--- src/rtl/pc_hazard_ctrl.sv ---
// Hazard controller and PC-redirect scheduler for the 5-stage MIPS pipeline.
// Combinational controls come from the registered state and the live hazard inputs. Counters and the watchdog are registered.
module pc_hazard_ctrl #(
  parameter int BOOT_CYC = 2,
  parameter int CNT_W    = 16,
  parameter int TIMEOUT  = 64
) (
  input  logic             clk,
  input  logic             reset,
  input  logic [1:0]       id_pcsrc,
  input  logic [4:0]       id_rs,
  input  logic [4:0]       id_rt,
  input  logic             id_uses_rs,
  input  logic             id_uses_rt,
  input  logic             ex_memread,
  input  logic             ex_regwrite,
  input  logic [4:0]       ex_rd,
  input  logic             mem_memread,
  input  logic [4:0]       mem_rd,
  input  logic             ex_branch_taken,
  input  logic             dmem_busy,
  input  logic             cnt_clr,
  output logic [1:0]       pc_sel,
  output logic             pc_hold,
  output logic             if_id_hold,
  output logic             if_id_flush,
  output logic             id_ex_flush,
  output logic             freeze,
  output logic [1:0]       state,
  output logic [CNT_W-1:0] cnt_stall,
  output logic [CNT_W-1:0] cnt_flush,
  output logic [CNT_W-1:0] cnt_freeze,
  output logic             hazard_timeout
);

  typedef enum logic [1:0] {
    ST_BOOT   = 2'b00,
    ST_RUN    = 2'b01,
    ST_STALL  = 2'b10,
    ST_FREEZE = 2'b11
  } state_e;

  localparam int BW = (BOOT_CYC > 0) ? $clog2(BOOT_CYC + 1) : 1;
  localparam int RW = $clog2(TIMEOUT + 1);

  state_e           state_q, state_d;
  logic [BW-1:0]    boot_cnt_q, boot_cnt_d;
  logic [CNT_W-1:0] cnt_stall_q, cnt_stall_d;
  logic [CNT_W-1:0] cnt_flush_q, cnt_flush_d;
  logic [CNT_W-1:0] cnt_freeze_q, cnt_freeze_d;
  logic [RW-1:0]    run_q, run_d;
  logic             timeout_q, timeout_d;

  logic in_boot, load_use, jr_hazard;
  logic r_freeze, r_flush, r_stall;

  assign load_use  = ex_memread && (ex_rd != 5'd0) &&
                     ((id_uses_rs && (id_rs == ex_rd)) || (id_uses_rt && (id_rt == ex_rd)));
  // jr reads rs in ID; only MEM ALU results and WB can be forwarded there
  assign jr_hazard = (id_pcsrc == 2'b11) && (id_rs != 5'd0) &&
                     ((ex_regwrite && (ex_rd == id_rs)) || (mem_memread && (mem_rd == id_rs)));

  // Reset is folded in so the outputs react immediately to an asynchronous reset
  assign in_boot = reset || (state_q == ST_BOOT);

  always_comb begin
    pc_sel      = 2'b00;
    pc_hold     = 1'b0;
    if_id_hold  = 1'b0;
    if_id_flush = 1'b0;
    id_ex_flush = 1'b0;
    freeze      = 1'b0;
    r_freeze    = 1'b0;
    r_flush     = 1'b0;
    r_stall     = 1'b0;
    if (in_boot) begin
      pc_hold     = 1'b1;
      if_id_flush = 1'b1;
      id_ex_flush = 1'b1;
    end else if (dmem_busy) begin
      freeze   = 1'b1;
      pc_hold  = 1'b1;
      r_freeze = 1'b1;
    end else if (ex_branch_taken) begin
      pc_sel      = 2'b01;
      if_id_flush = 1'b1;
      id_ex_flush = 1'b1;
      r_flush     = 1'b1;
    end else if (load_use || jr_hazard) begin
      pc_hold     = 1'b1;
      if_id_hold  = 1'b1;
      id_ex_flush = 1'b1;
      r_stall     = 1'b1;
    end else if (id_pcsrc[1]) begin
      pc_sel      = id_pcsrc;
      if_id_flush = 1'b1;
      r_flush     = 1'b1;
    end
  end

  always_comb begin
    state_d    = state_q;
    boot_cnt_d = boot_cnt_q;
    if (state_q == ST_BOOT) begin
      if (boot_cnt_q <= BW'(1)) state_d = ST_RUN;
      if (boot_cnt_q != '0) boot_cnt_d = boot_cnt_q - 1'b1;
    end else if (r_freeze) begin
      state_d = ST_FREEZE;
    end else if (r_stall) begin
      state_d = ST_STALL;
    end else begin
      state_d = ST_RUN;
    end
  end

  always_comb begin
    cnt_stall_d  = cnt_stall_q;
    cnt_flush_d  = cnt_flush_q;
    cnt_freeze_d = cnt_freeze_q;
    run_d        = '0;
    timeout_d    = timeout_q;
    if (cnt_clr) begin
      cnt_stall_d  = '0;
      cnt_flush_d  = '0;
      cnt_freeze_d = '0;
      timeout_d    = 1'b0;
    end else begin
      if (r_stall && (cnt_stall_q != '1))   cnt_stall_d  = cnt_stall_q + 1'b1;
      if (r_flush && (cnt_flush_q != '1))   cnt_flush_d  = cnt_flush_q + 1'b1;
      if (r_freeze && (cnt_freeze_q != '1)) cnt_freeze_d = cnt_freeze_q + 1'b1;
      if (r_freeze || r_stall) begin
        run_d = (run_q >= RW'(TIMEOUT)) ? run_q : run_q + 1'b1;
        if (run_q >= RW'(TIMEOUT - 1)) timeout_d = 1'b1;
      end
    end
  end

  always_ff @(posedge clk or posedge reset) begin
    if (reset) begin
      state_q      <= (BOOT_CYC == 0) ? ST_RUN : ST_BOOT;
      boot_cnt_q   <= BW'(BOOT_CYC);
      cnt_stall_q  <= '0;
      cnt_flush_q  <= '0;
      cnt_freeze_q <= '0;
      run_q        <= '0;
      timeout_q    <= 1'b0;
    end else begin
      state_q      <= state_d;
      boot_cnt_q   <= boot_cnt_d;
      cnt_stall_q  <= cnt_stall_d;
      cnt_flush_q  <= cnt_flush_d;
      cnt_freeze_q <= cnt_freeze_d;
      run_q        <= run_d;
      timeout_q    <= timeout_d;
    end
  end

  assign state          = in_boot ? ST_BOOT : state_q;
  assign cnt_stall      = cnt_stall_q;
  assign cnt_flush      = cnt_flush_q;
  assign cnt_freeze     = cnt_freeze_q;
  assign hazard_timeout = timeout_q;

endmodule

--- config.mk ---
export PLATFORM = sky130hd
export DESIGN_NAME = pc_hazard_ctrl
export DESIGN_NICKNAME = d
export VERILOG_FILES = /design/src/rtl/pc_hazard_ctrl.sv
export SDC_FILE = /design/constraint.sdc
export NUM_CORES = 1
export LEC_CHECK = 0
export BUFFER_PORTS_ARGS = -buffer_cell sky130_fd_sc_hd__buf_2
export CORE_AREA = 2 2 81 103
export CTS_BUF_LIST = sky130_fd_sc_hd__clkbuf_8
export DETAILED_ROUTE_END_ITERATION = 16
export DIE_AREA = 0 0 83 105
export PLACE_DENSITY = 0.74
export SLEW_MARGIN = 5
export SYNTH_ARGS = -nofsm -noshare
export SYNTH_HDL_FRONTEND = slang
export SYNTH_SLANG_ARGS = --single-unit
--- constraint.sdc ---
create_clock -name clk -period 2.3 [get_ports clk]
set_input_delay 0.115 -clock clk [delete_from_list [all_inputs] [get_ports clk]]
set_output_delay 0.115 -clock clk [all_outputs]
set_load 0.05 [all_outputs]
# After elaboration in Yosys (flattened, before gate mapping)
# Index checks and enable logic that the tools add are counted.
dict set report totals {
  wordCells 91
  inputBits 32
  register_bits 60
  out_inout_bits 58
}
dict set report op_classes {
  mux 39
  eq_ne 10
  reduce_logical 27
  order_cmp 3
  addsub 5
}
# operator n
set op_table {}
lappend op_table {{16-bit 2-to-1 mux} 6}
lappend op_table {{16-bit by 1-bit adder with 16-bit output (second input constant)} 3}
lappend op_table {{16-bit != test (second input constant)} 3}
lappend op_table {{7-bit 2-to-1 mux} 3}
lappend op_table {{5-bit == test} 4}
lappend op_table {{1-bit 2-to-1 mux} 20}
lappend op_table {{2-bit 2-to-1 mux} 10}
lappend op_table {{2-bit nonzero test} 6}
lappend op_table {{1-bit logical AND} 11}
lappend op_table {{5-bit nonzero test} 2}
lappend op_table {{7-bit by 1-bit adder with 7-bit output (second input constant)} 1}
lappend op_table {{7-bit by 6-bit >= comparator with 1-bit output (second input constant)} 1}
lappend op_table {{7-bit >= comparator (second input constant)} 1}
lappend op_table {{1-bit logical OR} 5}
lappend op_table {{2-bit AND reduction} 2}
lappend op_table {{3-bit != test (second input constant)} 1}
lappend op_table {{2-bit == test (second input constant)} 1}
lappend op_table {{2-bit by 1-bit less-or-equal comparator with 1-bit output (second input constant)} 1}
lappend op_table {{2-bit zero test} 1}
lappend op_table {{2-bit by 1-bit != test with 1-bit output (second input constant)} 1}
lappend op_table {{2-bit by 1-bit subtractor with 2-bit output (second input constant)} 1}

# Depth between registers and ports, before layout
dict set report depth {
  word_depth 12
  depth_mapped 8
  ltp_nobuf 7
}

# Worst setup path after synthesis
# Ideal clock, no wire load.
dict set report synth_path {
  kind {input port to flip-flop}
  start {input port reset}
  end {register cnt_stall_q[14], in the netlist cnt_stall[14]}
  path_buffers 1
  cell_stages 6
  arrival_time_ps 2985
  slack_ps -869
  setup_time_ps 184
  t_required_ps 2116
  cell_sequence {inv_1 o21ai_1 or3_1 clkbuf_1 nor2_1 a311oi_1}
}
dict set report synth_between {
  elab_chain_len 4
}
# element line
set synth_rtl {}
lappend synth_rtl {{start: declaration} 9} ;# input logic reset,
lappend synth_rtl {{1-bit logical OR} 64} ;# assign in_boot = reset || (state_q == ST_BOOT);
lappend synth_rtl {{1-bit 2-to-1 mux} --}
lappend synth_rtl {{named net if_id_hold} 25} ;# output logic if_id_hold,
lappend synth_rtl {{1-bit logical AND} 128} ;# if (r_stall && (cnt_stall_q != '1)) cnt_stall_d = cnt_stall_q + 1'b1;
lappend synth_rtl {{2-bit nonzero test (no line)} --}
lappend synth_rtl {{end signal: assignment} 150} ;# cnt_stall_q <= cnt_stall_d;
lappend synth_rtl {{end: declaration} 48} ;# logic [CNT_W-1:0] cnt_stall_q, cnt_stall_d;
# The timed path passes the listed nets, and every way through them passes these cells.
# A chain may end at the register's enable or synchronous reset.

# Worst setup path in the final report
dict set report layout_path {
  start {register cnt_flush_q[0], in the netlist cnt_flush[0]}
  end {register cnt_flush_q[2], in the netlist cnt_flush[2]}
}
dict set report layout_between {
  elab_chain_len 3
  elab_cells_between_ends 6
  classes_between {1 x add/sub; 1 x eq/ne; 2 x mux; 2 x reduce/logical}
}
# element line
set layout_rtl {}
lappend layout_rtl {{start: declaration} 49} ;# logic [CNT_W-1:0] cnt_flush_q, cnt_flush_d;
lappend layout_rtl {{start signal: assignment} 151} ;# cnt_flush_q <= cnt_flush_d;
lappend layout_rtl {{16-bit by 1-bit adder with 16-bit output / 16-bit != test (equally long branches)} 129} ;# if (r_flush && (cnt_flush_q != '1)) cnt_flush_d = cnt_flush_q + 1'b1;
lappend layout_rtl {{16-bit 2-to-1 mux / 1-bit logical AND (equally long branches)} 129}
lappend layout_rtl {{16-bit 2-to-1 mux / 2-bit nonzero test (equally long branches)} --}
# Several ways; a longest one is shown, not always the timed one. The select of a mux whose other input is x is not followed.

==> impl_summary.log <==
INFO  metric routed_wl = 9420 um
INFO  metric num_antenna_cells = 0
INFO  metric drt_iter0_drc = 224
INFO  metric whs = 0.05579 ns
INFO  metric maxCapViolCount = 0
INFO  metric power.ir.vdd_worst = 0.4733 mV
INFO  metric fmaxAchievable = 464.3 MHz
INFO  metric worstPathArrival = 2.38 ns
INFO  metric top_level_ports = 90
INFO  metric mostFrequentLayoutCell = sky130_fd_sc_hd__buf_2
INFO  metric cts_max_level = 3
INFO  metric met3WireLength = 402 um
INFO  metric final_antenna_net_count = 0
INFO  metric synthesis.area = 3777 sq um
INFO  metric cpMaxStageDelayCell = sky130_fd_sc_hd__dfrtp_2
INFO  metric timing.final.setup_violations = 0
INFO  metric cts_root_buf = sky130_fd_sc_hd__clkbuf_8
INFO  metric syn_area_per_cell = 9.015 sq um
INFO  metric final.setup.worst_slack = 0.1461 ns
INFO  metric post_dp_cell_area = 4461 sq um
INFO  metric clk_path_buf_depth = 2
INFO  metric ys.warnings.count = 0
INFO  metric syn-instance-count = 419
INFO  metric postSynth.asyncResetShare = 100.0%
INFO  metric cts-buffers-inserted = 9
INFO  metric clock_sink_count = 60
INFO  metric cp_num_cells = 7
INFO  metric antenna_found_initial = 0
INFO  metric slew_violations = 0
INFO  metric fin_worst_skew = 0.01215 ns
INFO  metric floorplan.initialDensity = 49.04%
INFO  metric ys_seq_area_share = 39.78%
INFO  metric power.density_cell_area = 496.4 nW/um^2
INFO  metric fin_area = 4671 sq um
INFO  metric clk_latency = 0.34 ns
INFO  metric crit_fanout = 9
INFO  metric r2r_cells = 7
INFO  metric globalRouteOverflowTotal = 0
INFO  metric wire_per_inst = 15.19 um
INFO  metric status = finished clean
INFO  metric core_region_area = 7702 sq um
INFO  metric net_count_of_the_mapped_netlist = 457
INFO  metric timing.critical_path.to_type = register
INFO  metric netlist-cell-type-count = 52
INFO  metric hold_path.class = primary input to async pin
INFO  metric row_count = 36
INFO  metric die_width = 83 um
INFO  metric dp_slack = -0.04006 ns
INFO  metric wl_met2 = 4781 um
INFO  metric grt_start_max_net_pins = 61
INFO  metric crit_path_start_kind = register
INFO  metric layout_min_cycle_time = 2.154 ns
INFO  metric setup_total_negative_slack = 0 ns
INFO  metric critical_path.top_delay_family = compound AO/OA/AOI/OAI gates
INFO  metric cts_hold_buffers = 0
INFO  metric slew_headroom = 49.16%
INFO  metric final_cell_mix = sky130_fd_sc_hd__buf_2, sky130_fd_sc_hd__nor2_1, sky130_fd_sc_hd__dfrtp_1, sky130_fd_sc_hd__nand2_1, sky130_fd_sc_hd__nor2b_1
INFO  metric timing.critical_path.cells = ha_1 -> nand3_1 -> nor3_4 -> a31o_2 -> buf_4 -> a211oi_1 -> mux2_1
INFO  metric first_global_vias = 3454
INFO  metric timing_worst_slew_pin_value = 0.7627 ns
INFO  metric layout_worst_path_cycle_share = 93.65%
INFO  metric layout_area_overhead = 23.65%
INFO  metric route.detailed.vias_per_inst = 5.702
INFO  metric fin_cells = 620
INFO  metric grtUsageTotal = 22.13%
INFO  metric fraction_of_final_layout_cells_with_drive_strength_greater_than_1 = 31.05%
INFO  metric detailroute.via_count = 3535
INFO  metric critical_path.max_stage_delay = 0.45 ns
INFO  metric grt_setup_unrepaired = no
INFO  metric worst-setup-path-type = register to register
INFO  metric place.detailed.hpwl = 6797 um
INFO  metric fin_util = 60.64%
INFO  metric critPathRequiredTime = 2.52 ns
INFO  metric met1Wirelength = 4072 um
INFO  metric total_leakage_power = 2.190 nW
INFO  metric place.gp.congestion = 0.8960
INFO  metric post_cts.repair.setup_buffers = 0
INFO  metric grt_first_pass_wirelength = 15980 um
INFO  metric cts_tree = built
INFO  metric drtPass1Iterations = 4
INFO  metric design.die.area = 8715 sq um
INFO  metric postSynth.topFlopCell = sky130_fd_sc_hd__dfrtp_1
INFO  metric numPortBuffers = 89
INFO  metric postSynthRegisterBits = 60
INFO  metric clk_pin_slew = 0.08 ns
INFO  metric report.power.total = 2.319 mW
INFO  metric final_net_count = 558
INFO  metric synth_edf_count = 0
INFO  metric final-hold-violation-count = 0
INFO  metric path_buf_inv = 1
INFO  metric drc = 0
INFO  metric die_height = 105 um
INFO  metric placed_cells = 604
INFO  metric top_signal_layer_used = met4
INFO  metric cts-resized-gates = 0
[layout make-up]
class                           instances  area, sq um
Clock buffer                           10        137.6
Clock inverter                          6        63.81
Fill cell                             680         3032
Inverter                               12        48.80
Multi-Input combinational cell        328         2171
Sequential cell                        60         1510
Tap cell                               95        118.9
Timing Repair Buffer                  109        620.6
[state kept, by name, indices dropped and copies added (netlist names)]
register and flops:
cnt_stall 16, cnt_freeze 16, boot_cnt_q 2, cnt_flush 16
state_q 2, run_q 7, hazard_timeout 1
[tightest hold or removal path: stages]
cell and delay [ns]:
sky130_fd_sc_hd__buf_2 0.13, sky130_fd_sc_hd__clkinvlp_4 0.06, sky130_fd_sc_hd__buf_4 0.61
[cell families after synthesis]
logic type / synth area share (%)
compound gates: 9.738
xor+xnor: 8.347
fa+ha+maj: 1.987
buf+inv: 3.312
flops: 39.78
mux: 7.884
simple gates: 28.95
[synthesized netlist by cell type, types with 3 or more instances]
library cell | n | area (sq um)
sky130_fd_sc_hd__a211oi_1 | 8 | 60.06
sky130_fd_sc_hd__xnor2_1 | 19 | 166.4
sky130_fd_sc_hd__nor2_1 | 58 | 217.7
sky130_fd_sc_hd__and4_1 | 5 | 43.79
sky130_fd_sc_hd__dfrtp_1 | 59 | 1476
sky130_fd_sc_hd__and3_1 | 9 | 56.30
sky130_fd_sc_hd__ha_1 | 6 | 75.07
sky130_fd_sc_hd__mux2_2 | 19 | 214.0
sky130_fd_sc_hd__a21oi_1 | 10 | 50.05
sky130_fd_sc_hd__nand2b_1 | 4 | 25.02
sky130_fd_sc_hd__o21ai_0 | 4 | 20.02
sky130_fd_sc_hd__nor4_1 | 5 | 31.28
sky130_fd_sc_hd__xor2_1 | 17 | 148.9
sky130_fd_sc_hd__mux2_1 | 3 | 33.78
sky130_fd_sc_hd__and2_1 | 8 | 50.05
sky130_fd_sc_hd__nand3_1 | 19 | 95.09
sky130_fd_sc_hd__or3_1 | 3 | 18.77
sky130_fd_sc_hd__mux2i_1 | 5 | 50.05
sky130_fd_sc_hd__a2111oi_2 | 3 | 45.04
sky130_fd_sc_hd__clkbuf_1 | 17 | 63.81
sky130_fd_sc_hd__a31oi_1 | 5 | 31.28
sky130_fd_sc_hd__nor3_1 | 18 | 90.09
sky130_fd_sc_hd__nand4_1 | 19 | 118.9
sky130_fd_sc_hd__nand4b_1 | 3 | 26.28
sky130_fd_sc_hd__nand2_1 | 25 | 93.84
sky130_fd_sc_hd__inv_1 | 12 | 45.04
sky130_fd_sc_hd__nor2b_1 | 23 | 143.9
sky130_fd_sc_hd__or4_1 | 3 | 22.52
[layer usage]
metal,GRT usage [%],vias to the layer above
li1,-,1702
met1,27.76,1732
met2,38.42,86
met3,3.633,15
met4,7.611,0
met5,0,-
[path summary, 6_finish.rpt]
kind / from / endpoint / slack, ns
hold / removal: reset / cnt_flush[8] / 0.06
hold reg to reg: boot_cnt_q[1] / boot_cnt_q[1] / 0.51
min in group clk: ex_branch_taken / cnt_flush[11] / 0.29
setup / recovery: cnt_flush[0] / cnt_flush[2] / 0.15
setup reg to reg: cnt_flush[0] / cnt_flush[2] / 0.15
max in group asynchronous: reset / cnt_flush[2] / 1.71
[power by group]
group | leakage, nW | total (mW) | internal, mW | switching (mW)
sequential | 0.817 | 1.07 | 1.06 | 0.00776
clock | 0.0983 | 0.972 | 0.527 | 0.445
combinational | 1.27 | 0.278 | 0.0965 | 0.181
(Power assumes the default switching activity.)
